### src/rtl/if_fetch_if.sv
// Fetch-stage signal bundle: ROM read port, redirect from EX, and the IF/ID hand-off.
interface if_fetch_if #(
  parameter int AW = 32,
  parameter int DW = 32
);
  logic [AW-1:0] rom_addr;
  logic          rom_cs;
  logic          rom_we;
  logic [3:0]    rom_wem;
  logic [DW-1:0] rom_data;

  logic          jump_en;
  logic [AW-1:0] jump_addr;

  logic          id_ready;
  logic          if_valid;
  logic [DW-1:0] if_inst;
  logic [AW-1:0] if_instaddr;

  modport master (
    output rom_addr, rom_cs, rom_we, rom_wem, if_valid, if_inst, if_instaddr,
    input  rom_data, jump_en, jump_addr, id_ready
  );

  modport slave (
    input  rom_addr, rom_cs, rom_we, rom_wem, if_valid, if_inst, if_instaddr,
    output rom_data, jump_en, jump_addr, id_ready
  );
endinterface

### src/rtl/if_fetch.sv
// Instruction fetch: owns the PC, issues one ROM read per cycle, registers the word for decode,
// absorbs one in-flight word in a skid entry under decode back-pressure, and squashes on redirect.
//
//   state | meaning
//   BOOT  | first cycle after reset, no fetch issued, jumps ignored
//   RUN   | skid empty, a read is issued every cycle unless a response is being parked
//   SKID  | skid holds one word, issue paused until decode frees the output register
module if_fetch #(
  parameter int            AW       = 32,
  parameter int            DW       = 32,
  parameter logic [AW-1:0] RESET_PC = '0,
  parameter logic [DW-1:0] NOP_INST = DW'(32'h0000_0013)
) (
  input logic        clk,
  input logic        rst_n,
  if_fetch_if.master bus
);

  typedef enum logic [1:0] {
    ST_BOOT = 2'd0,
    ST_RUN  = 2'd1,
    ST_SKID = 2'd2
  } state_t;

  state_t        state_q, state_d;
  logic [AW-1:0] pc_q, pc_d;
  logic          pend_q;
  logic [AW-1:0] req_addr_q;
  logic [DW-1:0] skid_inst_q;
  logic [AW-1:0] skid_addr_q;
  logic          out_valid_q;
  logic [DW-1:0] out_inst_q;
  logic [AW-1:0] out_addr_q;

  logic          rom_cs;
  logic [AW-1:0] rom_addr;
  logic          jump;
  logic          blocked;
  logic          skid_full;
  logic [AW-1:0] jump_tgt;

  assign jump_tgt  = bus.jump_addr & ~{{(AW-2){1'b0}}, 2'b11};
  assign jump      = bus.jump_en & (state_q != ST_BOOT);
  assign blocked   = out_valid_q & ~bus.id_ready;
  assign skid_full = (state_q == ST_SKID);

  // A read is issued only when its response is sure to find room one cycle later, so the
  // cycle that parks a word stops issue, and the cycle that drains the skid resumes it.
  always_comb begin
    state_d  = state_q;
    pc_d     = pc_q;
    rom_cs   = 1'b0;
    rom_addr = pc_q;
    case (state_q)
      ST_BOOT: state_d = ST_RUN;
      ST_RUN: begin
        if (pend_q && blocked) begin
          state_d = ST_SKID;
        end else begin
          rom_cs = 1'b1;
          pc_d   = pc_q + AW'(4);
        end
      end
      ST_SKID: begin
        if (bus.id_ready) begin
          state_d = ST_RUN;
          rom_cs  = 1'b1;
          pc_d    = pc_q + AW'(4);
        end
      end
      default: state_d = ST_BOOT;
    endcase
    if (jump) begin
      state_d  = ST_RUN;
      rom_cs   = 1'b1;
      rom_addr = jump_tgt;
      pc_d     = jump_tgt + AW'(4);
    end
  end

  always_ff @(posedge clk or negedge rst_n) begin
    if (!rst_n) begin
      state_q <= ST_BOOT;
      pc_q    <= RESET_PC;
    end else begin
      state_q <= state_d;
      pc_q    <= pc_d;
    end
  end

  // The skid entry is older than any response in flight, so it wins the output register.
  always_ff @(posedge clk or negedge rst_n) begin
    if (!rst_n) begin
      pend_q      <= 1'b0;
      req_addr_q  <= '0;
      skid_inst_q <= NOP_INST;
      skid_addr_q <= '0;
      out_valid_q <= 1'b0;
      out_inst_q  <= NOP_INST;
      out_addr_q  <= '0;
    end else begin
      pend_q     <= rom_cs;
      req_addr_q <= rom_addr;
      if (jump) begin
        out_valid_q <= 1'b0;
        out_inst_q  <= NOP_INST;
      end else if (!blocked) begin
        if (skid_full) begin
          out_valid_q <= 1'b1;
          out_inst_q  <= skid_inst_q;
          out_addr_q  <= skid_addr_q;
        end else if (pend_q) begin
          out_valid_q <= 1'b1;
          out_inst_q  <= bus.rom_data;
          out_addr_q  <= req_addr_q;
        end else begin
          out_valid_q <= 1'b0;
          out_inst_q  <= NOP_INST;
        end
      end else if (pend_q) begin
        skid_inst_q <= bus.rom_data;
        skid_addr_q <= req_addr_q;
      end
    end
  end

  assign bus.rom_cs      = rom_cs;
  assign bus.rom_addr    = rom_addr;
  assign bus.rom_we      = 1'b0;
  assign bus.rom_wem     = 4'b0000;
  assign bus.if_valid    = out_valid_q;
  assign bus.if_inst     = out_inst_q;
  assign bus.if_instaddr = out_addr_q;

endmodule

### src/flat_wrapper.sv
// flat-port wrapper written by rule: the top's interface ports become plain ports
module if_fetch_flat 
#(
  parameter int            AW       = 32,
  parameter int            DW       = 32,
  parameter logic [AW-1:0] RESET_PC = '0,
  parameter logic [DW-1:0] NOP_INST = DW'(32'h0000_0013)
)
  (clk, rst_n, bus_rom_addr, bus_rom_cs, bus_rom_we, bus_rom_wem, bus_if_valid, bus_if_inst, bus_if_instaddr, bus_rom_data, bus_jump_en, bus_jump_addr, bus_id_ready);
  if_fetch_if #(.AW(AW), .DW(DW)) bus_i ();
  input logic clk;
  input logic rst_n;
  output wire logic [$bits(bus_i.rom_addr)-1:0] bus_rom_addr;
  output wire logic [$bits(bus_i.rom_cs)-1:0] bus_rom_cs;
  output wire logic [$bits(bus_i.rom_we)-1:0] bus_rom_we;
  output wire logic [$bits(bus_i.rom_wem)-1:0] bus_rom_wem;
  output wire logic [$bits(bus_i.if_valid)-1:0] bus_if_valid;
  output wire logic [$bits(bus_i.if_inst)-1:0] bus_if_inst;
  output wire logic [$bits(bus_i.if_instaddr)-1:0] bus_if_instaddr;
  input wire logic [$bits(bus_i.rom_data)-1:0] bus_rom_data;
  input wire logic [$bits(bus_i.jump_en)-1:0] bus_jump_en;
  input wire logic [$bits(bus_i.jump_addr)-1:0] bus_jump_addr;
  input wire logic [$bits(bus_i.id_ready)-1:0] bus_id_ready;
  assign bus_rom_addr = bus_i.rom_addr;
  assign bus_rom_cs = bus_i.rom_cs;
  assign bus_rom_we = bus_i.rom_we;
  assign bus_rom_wem = bus_i.rom_wem;
  assign bus_if_valid = bus_i.if_valid;
  assign bus_if_inst = bus_i.if_inst;
  assign bus_if_instaddr = bus_i.if_instaddr;
  assign bus_i.rom_data = bus_rom_data;
  assign bus_i.jump_en = bus_jump_en;
  assign bus_i.jump_addr = bus_jump_addr;
  assign bus_i.id_ready = bus_id_ready;
  if_fetch #(.AW(AW), .DW(DW), .RESET_PC(RESET_PC), .NOP_INST(NOP_INST)) u_core (.clk(clk), .rst_n(rst_n), .bus(bus_i));
endmodule
### config.mk
export PLATFORM = sky130hd
export DESIGN_NAME = if_fetch_flat
export DESIGN_NICKNAME = d
export VERILOG_FILES = /design/src/rtl/if_fetch_if.sv /design/src/rtl/if_fetch.sv /design/src/flat_wrapper.sv
export SDC_FILE = /design/constraint.sdc
export NUM_CORES = 1
export LEC_CHECK = 0
export BUFFER_PORTS_ARGS = -buffer_cell sky130_fd_sc_hd__buf_2
export CAP_MARGIN = 10
export CORE_ASPECT_RATIO = 1.5
export CORE_MARGIN = 2
export CORE_UTILIZATION = 60
export CTS_BUF_LIST = sky130_fd_sc_hd__clkbuf_8
export DETAILED_ROUTE_END_ITERATION = 12
export PLACE_DENSITY_LB_ADDON = 0.08
export SLEW_MARGIN = 20
export SYNTH_ARGS = -nofsm -noshare
export SYNTH_HDL_FRONTEND = slang
export SYNTH_SLANG_ARGS = --single-unit
### constraint.sdc
create_clock -name clk -period 8.6 [get_ports clk]
set_input_delay 2.58 -clock clk [delete_from_list [all_inputs] [get_ports clk]]
set_output_delay 2.58 -clock clk [all_outputs]
set_load 0.01 [all_outputs]
==> summary.txt, run 1 <==
Status
  – Status: finished clean

Drt
  – Routed vias/inst: 5.75
  – WL/cell: 17.0 um
  – Post-Route WL: 18.7 mm
  – ANT nets after route: 0
  – DR pass1 iterations: 5
  – DR vias: 6311
  – Wire length on met2: 9.54 mm
  – Met3 wire len: 954 um
  – DRC viols: 0
  – M1 wire length: 7.73 mm
  – Initial DRC Count: 278
  – Top layer in use: met4

Clock network
  – Clock Tree Root: clkbuf_8
  – CTS Buf Count: 17
  – Reg clk slew, reported paths: 0.09 ns
  – Hold buffers post-CTS: 0
  – Post-CTS sizing: 0
  – Postcts setup bufs: 0
  – CTS tree: built
  – Insertion delay to the later sink of the worst-skew pair: 0.45 ns
  – CTS Buffer Depth: 2
  – H-tree depth: 4
  – Clock sink total: 188

Floorplan
  – Ports: 171
  – Initial Util: 0.610
  – Chip Width: 101 um
  – Core ar.: 13900 um2
  – Die height: 149 um
  – Die ar.: 15100 um2
  – # rows: 53

Power and ir drop
  – Sw Ratio: 0.383
  – Power share of the clock group: 0.180
  – Internal: 2160 uW
  – Psw: 1340 uW
  – Power Dens Cells: 358 nW/um2
  – Logic gate share of total power: 0.383
  – Sequential share of power: 0.437
  – Max IR drop VDD: 0.000171 V
  – Static Leak: 0.00458 uW

STA
  – Final cycle utilization of the critical path: 0.811
  – Setup Viol. Count Final: 0
  – Worst Skew: 0.0192 ns
  – Final-report max-slew violation count: 0
  – RSZ-0062 raised after global routing: no
  – Min Tclk post-route: 6.98 ns
  – Worst Hold Slack: 0.490 ns
  – Setup slack after layout: 1.62 ns
  – Max Freq: 0.143 GHz
  – Slew HR: 0.327
  – Setup TNS: 0 ns
  – Least-Margin Pin Slew: 1.01 ns
  – Fin. Hold Viols: 0

Logic synthesis
  – Average cell area after synthesis: 10.8 um2
  – Post-synthesis register bit count: 188
  – Cell variety after synth: 47
  – Post-synthesis cell count: 781
  – Warnings from Yosys: 0
  – Sequential fraction of the synthesis area: 0.558
  – Mapped cell area: 8450 um2

Setup path
  – Max incr delay on CP: 0.65 ns
  – CP endpoint kind: primary output
  – Arr. time, crit path: 4.40 ns
  – Reg-to-Reg End: u_core.pc_q[28]
  – Worst R2R Setup Slack: 4.95 ns
  – Req. time, crit path: 6.02 ns
  – FF-to-FF path depth: 9
  – Crit path kind: in -> out
  – Worst-path fanout max: 27
  – FF-to-FF Start: u_core.state_q[0]
  – CP Cell Sequence: buf_2, nor2b_2, buf_4, mux2i_1, inv_1, buf_2
  – Startpoint types: primary input
  – Most used cell, CP: buf_2
  – Critical path's slowest cell: nor2b_2

Place
  – GPL Wtd Cong: 0.893
  – DP Worst Slack: 1.63 ns
  – DP Wirelength: 13.1 mm
  – Port bufs: 159

Global route
  – Largest net degree at the start of global routing: 102
  – Initial antenna violation count: 0
  – Vias in the first global route: 6171
  – First-pass GRT wire length: 30.4 mm
  – Total GRT Usage: 0.255
  – Global route total overflow: 0

Flow run
  – Max-Cap Viols: 0

Layout
  – Layout cell share with drive strength beyond 1: 0.311
  – Nets@finish: 990
  – Final Util: 0.704
  – Register area: 4710 um2
  – Most common cell after layout, fill and taps aside: dfrtp_1
  – Ant diodes: 0
  – Area grow syn2layout: 15.5%
  – Most frequent cells in the layout: dfrtp_1 (182), buf_2 (158), nand2_1 (149), mux2_2 (70), o21ai_0 (47)
  – Fillers: 1098
  – Multi-input logic area: 3530 um2

Hold path
  – Hold Path Class: reg -> reg
  – Hold Path Depth: 2
  – Hold EP: u_core.bus.if_inst[31]
  – Min-delay src: u_core.bus.if_inst[31]
-- area by class of cell --
class | instances | area share
inverter | 6 | 0.00231
clock buffer | 17 | 0.0240
multi-input combinational | 541 | 0.362
sequential | 188 | 0.483
clock inverter | 15 | 0.0208
timing repair buffer | 165 | 0.0874
tap | 165 | 0.0212
-- critical path: cells and delay by family --
family        cells  cell delay (ns)
simple gates      1             0.65
mux               1             0.33
buf+inv           4             0.82
-- power by group through the flow --
stage | sequential [uW] | combinational (uW) | clock, uW
after global placement | 1520 | 1290 | 0
after CTS | 1530 | 1350 | 646
after floorplan | 1550 | 864 | 0
after global routing | 1580 | 1490 | 681
final | 1530 | 1340 | 628
after detailed placement | 1550 | 1350 | 0
-- registers in the layout, summed over array words and instances, names as in the netlist --
name and cells:
u_core.state_q 2, u_core.pc_q 30, u_core.skid_addr_q 30, u_core.bus.if_instaddr 30, u_core.req_addr_q 30, u_core.skid_inst_q 32
u_core.pend_q 1, u_core.bus.if_valid 1, u_core.bus.if_inst 32
-- per-stage QoR --
stage	area (um2)	power (uW)	instances
floorplan	8480	2410	789
global placement	9310	2810	1065
detailed placement	9320	2900	1065
CTS	9760	3530	1097
global route	9760	3760	1097
finish	9760	3500	1097
-- kinds of logic after synthesis --
logic type | after synthesis | synth area share
AND/OR/NAND/NOR | 252 | 0.135
other | 1 | 0.000444
AO/OA/AOI/OAI | 148 | 0.106
adder cells (fa/ha/maj) | 3 | 0.00444
XOR/XNOR | 14 | 0.0145
flip-flops | 188 | 0.558
multiplexers | 115 | 0.149
buffers and inverters | 60 | 0.0330
-- cell usage after synthesis, drive strengths merged --
master	count	area, um2
dfrtp	182	4550
nand2	150	563
mux2	70	788
o21ai	51	255
mux2i	45	467
nor2	45	169
a21oi	41	205
clkbuf	30	113
a22oi	29	218
buf	24	144
and3	17	106
o31ai	12	95.1
nand3	10	50.1
xnor2	7	61.3
xor2	7	61.3
dfstp	6	158
inv	6	22.5
nor4	6	73.8
a31oi	5	37.5
and4	5	43.8
nand4	5	31.3
nor2b	4	25.0
and4b	3	30.0
ha	3	37.5
a31o	2	17.5
nand2b	2	12.5
nor3	2	10.0
o211ai	2	15.0
o32ai	2	17.5
a21boi	1	7.51
a221oi	1	8.76
a41oi	1	8.76
and2	1	6.26
conb	1	3.75
nor4b	1	8.76
o31a	1	8.76
or4b	1	13.8
-- worst max-delay path by stage --
stage           startpoint                to  cells past startpoint
2_1_floorplan  bus_jump_en  bus_rom_addr[30]                      7
3_3_place_gp   bus_jump_en  bus_rom_addr[30]                      6
3_5_place_dp   bus_jump_en  bus_rom_addr[30]                      6
4_1_cts        bus_jump_en  bus_rom_addr[30]                      6
5_1_grt        bus_jump_en  bus_rom_addr[30]                      6
6_report       bus_jump_en  bus_rom_addr[30]                      6
-- layer usage --
| metal | up-vias | global-route usage |
|---|---|---|
| met5 | - | 0 |
| met2 | 214 | 0.420 |
| li1 | 2990 | - |
| met3 | 27 | 0.0445 |
| met1 | 3080 | 0.340 |
| met4 | 0 | 0.0897 |
(Power assumes the default switching activity.)
==> inputs of run 2 (changes only) <==
Settings changed: CORE_UTILIZATION 60 to 57.
Clock period 8.6 ns to 7.2 ns, I/O delays scaled along.
==> run 2 against run 1 <==
  * Critical endpoint is now bus_rom_addr[12]
  * First-iteration DRC count is 13% lower
  * Clock-buffer cell count stayed put
  * Critical path depth stayed put
  * Hold slack worse by 0.0089 ns
  * Utilization is 2.9 points lower
  * Worst setup slack worse by 0.10 ns
  * Critical path type unchanged
  * Global-route usage is 0.52 points lower
==> summary.txt, run 2 (synthesis gave the netlist of run 1 again) <==
Setup path
  – Startpoint types: primary input
  – Req. time, crit path: 5.04 ns (-0.98 ns)
  – CP endpoint kind: primary output
  – Crit path kind: in -> out
  – Worst-path fanout max: 41 (+52%)
  – Arr. time, crit path: 3.52 ns (-0.88 ns)

Layout
  – Layout cell share with drive strength beyond 1: 0.311 (about the same)
  – Nets@finish: 993 (+0.30%)
  – Final Util: 0.675 (-0.0293)
  – Area grow syn2layout: 16.1%
  – Most frequent cells in the layout: dfrtp_1 (182), buf_2 (158), nand2_1 (149), mux2_2 (70), o21ai_0 (47)
  – Multi-input logic area: 3520 um2 (-0.14%)
  – Ant diodes: 0 (unchanged)
  – Register area: 4710 um2 (unchanged)
  – Fillers: 1205 (+9.7%)
  – Most common cell after layout, fill and taps aside: dfrtp_1

Power and ir drop
  – Power Dens Cells: 420 nW/um2 (+17%)
  – Static Leak: 0.00458 uW (+0.11%)
  – Final Power: 4110 uW (+18%)
  – Max IR drop VDD: 0.000225 V (+32%)

Clock network
  – Clock sink total: 188 (unchanged)
  – Post-CTS sizing: 0 (unchanged)
  – Reg clk slew, reported paths: 0.09 ns (about the same)
  – CTS tree: built
  – CTS Buffer Depth: 2 (unchanged)
  – CTS Buf Count: 17 (unchanged)
  – Hold buffers post-CTS: 0 (unchanged)
  – H-tree depth: 4 (unchanged)
  – Postcts setup bufs: 0 (unchanged)
  – Clock Tree Root: clkbuf_8
  – Insertion delay to the later sink of the worst-skew pair: 0.46 ns (about the same)

Drt
  – ANT nets after route: 0 (unchanged)
  – Post-Route WL: 19.1 mm (+2.4%)
  – DR pass1 iterations: 5 (unchanged)
  – WL/cell: 16.9 um (-0.71%)
  – DRC viols: 0 (unchanged)
  – Routed vias/inst: 5.66 (-1.6%)
  – DR vias: 6405 (+1.5%)
  – Initial DRC Count: 243 (-13%)

Place
  – Port bufs: 159 (unchanged)
  – DP Wirelength: 13.3 mm (+0.97%)
  – DP Worst Slack: 1.45 ns (-0.174 ns)
  – GPL Wtd Cong: 0.859 (-3.8%)

Floorplan
  – Core ar.: 14500 um2 (+4.8%)
  – # rows: 54 (+1.9%)
  – Die height: 153 um (+2.5%)
  – Die ar.: 15800 um2 (+5.1%)
  – Ports: 171 (unchanged)
  – Chip Width: 103 um (+2.5%)
  – Initial Util: 0.582 (-0.0280)

Global route
  – Largest net degree at the start of global routing: 131 (+28%)
  – Initial antenna violation count: 0 (unchanged)
  – Vias in the first global route: 6310 (+2.3%)
  – Global route total overflow: 0 (unchanged)
  – First-pass GRT wire length: 31.0 mm (+2.0%)
  – Total GRT Usage: 0.250 (-0.00517)

STA
  – Final-report max-slew violation count: 0 (unchanged)
  – Worst Skew: 0.0207 ns (+0.00154 ns)
  – Setup TNS: 0 ns (unchanged)
  – Final cycle utilization of the critical path: 0.789
  – RSZ-0062 raised after global routing: no
  – Fin. Hold Viols: 0 (unchanged)
  – Setup Viol. Count Final: 0 (unchanged)
  – Min Tclk post-route: 5.68 ns
  – Least-Margin Pin Slew: 1.01 ns (-0.00398 ns)
  – Setup slack after layout: 1.52 ns (-0.103 ns)
  – Max Freq: 0.176 GHz
  – Slew HR: 0.328 (+0.00103)

Status
  – Status: finished clean

Hold path
  – Hold Path Class: reg -> reg

Flow run
  – Max-Cap Viols: 0 (unchanged)
run 2: changes by cell type in the layout (fill, tap and decap cells not counted), sizes merged:
cell,delta
buf,+3
inv,+2
clkinvlp,+3
bufinv,-2
clkinv,-3
run 2: critical path, stage by stage:
cell	delay (ns)
buf_2	0.11
nor2b_2	0.13
buf_4	0.42
mux2i_1	0.38
inv_1	0.15
buf_2	0.17
run 2: per-layer routing:
layer,global-route usage,wire length [um],vias up
met4,0.100,581,0
li1,-,-,3003
met3,0.0389,988,38
met1,0.331,8000,3153
met5,0,0,-
met2,0.407,9530,211
run 2: area by class of cell:
class	count	area share
clock inverters	15	0.0144
repair buffers	168	0.0943
multi-input cells	541	0.359
well taps	196	0.0250
clock buffers	17	0.0239
inverters	6	0.00230
flip-flops and latches	188	0.481
run 2: where the power goes:
part | total, uW | switching, uW | internal [uW]
sequential | 1830 | 278 | 1550
combinational | 1610 | 931 | 684
clock | 668 | 387 | 281
total | 4110 | 1600 | 2520
run 2: worst paths after layout:
path | start | endpoint | slack, ns | cells after the start
max | bus_jump_en | bus_rom_addr[12] | 1.52 | 6
min | u_core.bus.if_inst[30] | u_core.bus.if_inst[30] | 0.48 | 2
max reg2reg | u_core.state_q[0] | u_core.pc_q[22] | 3.80 | 9
min reg2reg | u_core.bus.if_inst[30] | u_core.bus.if_inst[30] | 0.48 | 2
max in group asynchronous | rst_n | u_core.bus.if_instaddr[21] | 4.05 | 3
min in group asynchronous | rst_n | u_core.bus.if_inst[15] | 1.60 | 1
run 2: through the flow:
step                      cell area, um2  cells  hold slack, ns
after global routing                9800   1131           0.517
after CTS                           9750   1129           0.486
after global placement              9370   1097           0.457
after detailed placement            9370   1097           0.465
after floorplan                     8480    789           0.445
final                               9800   1131           0.481
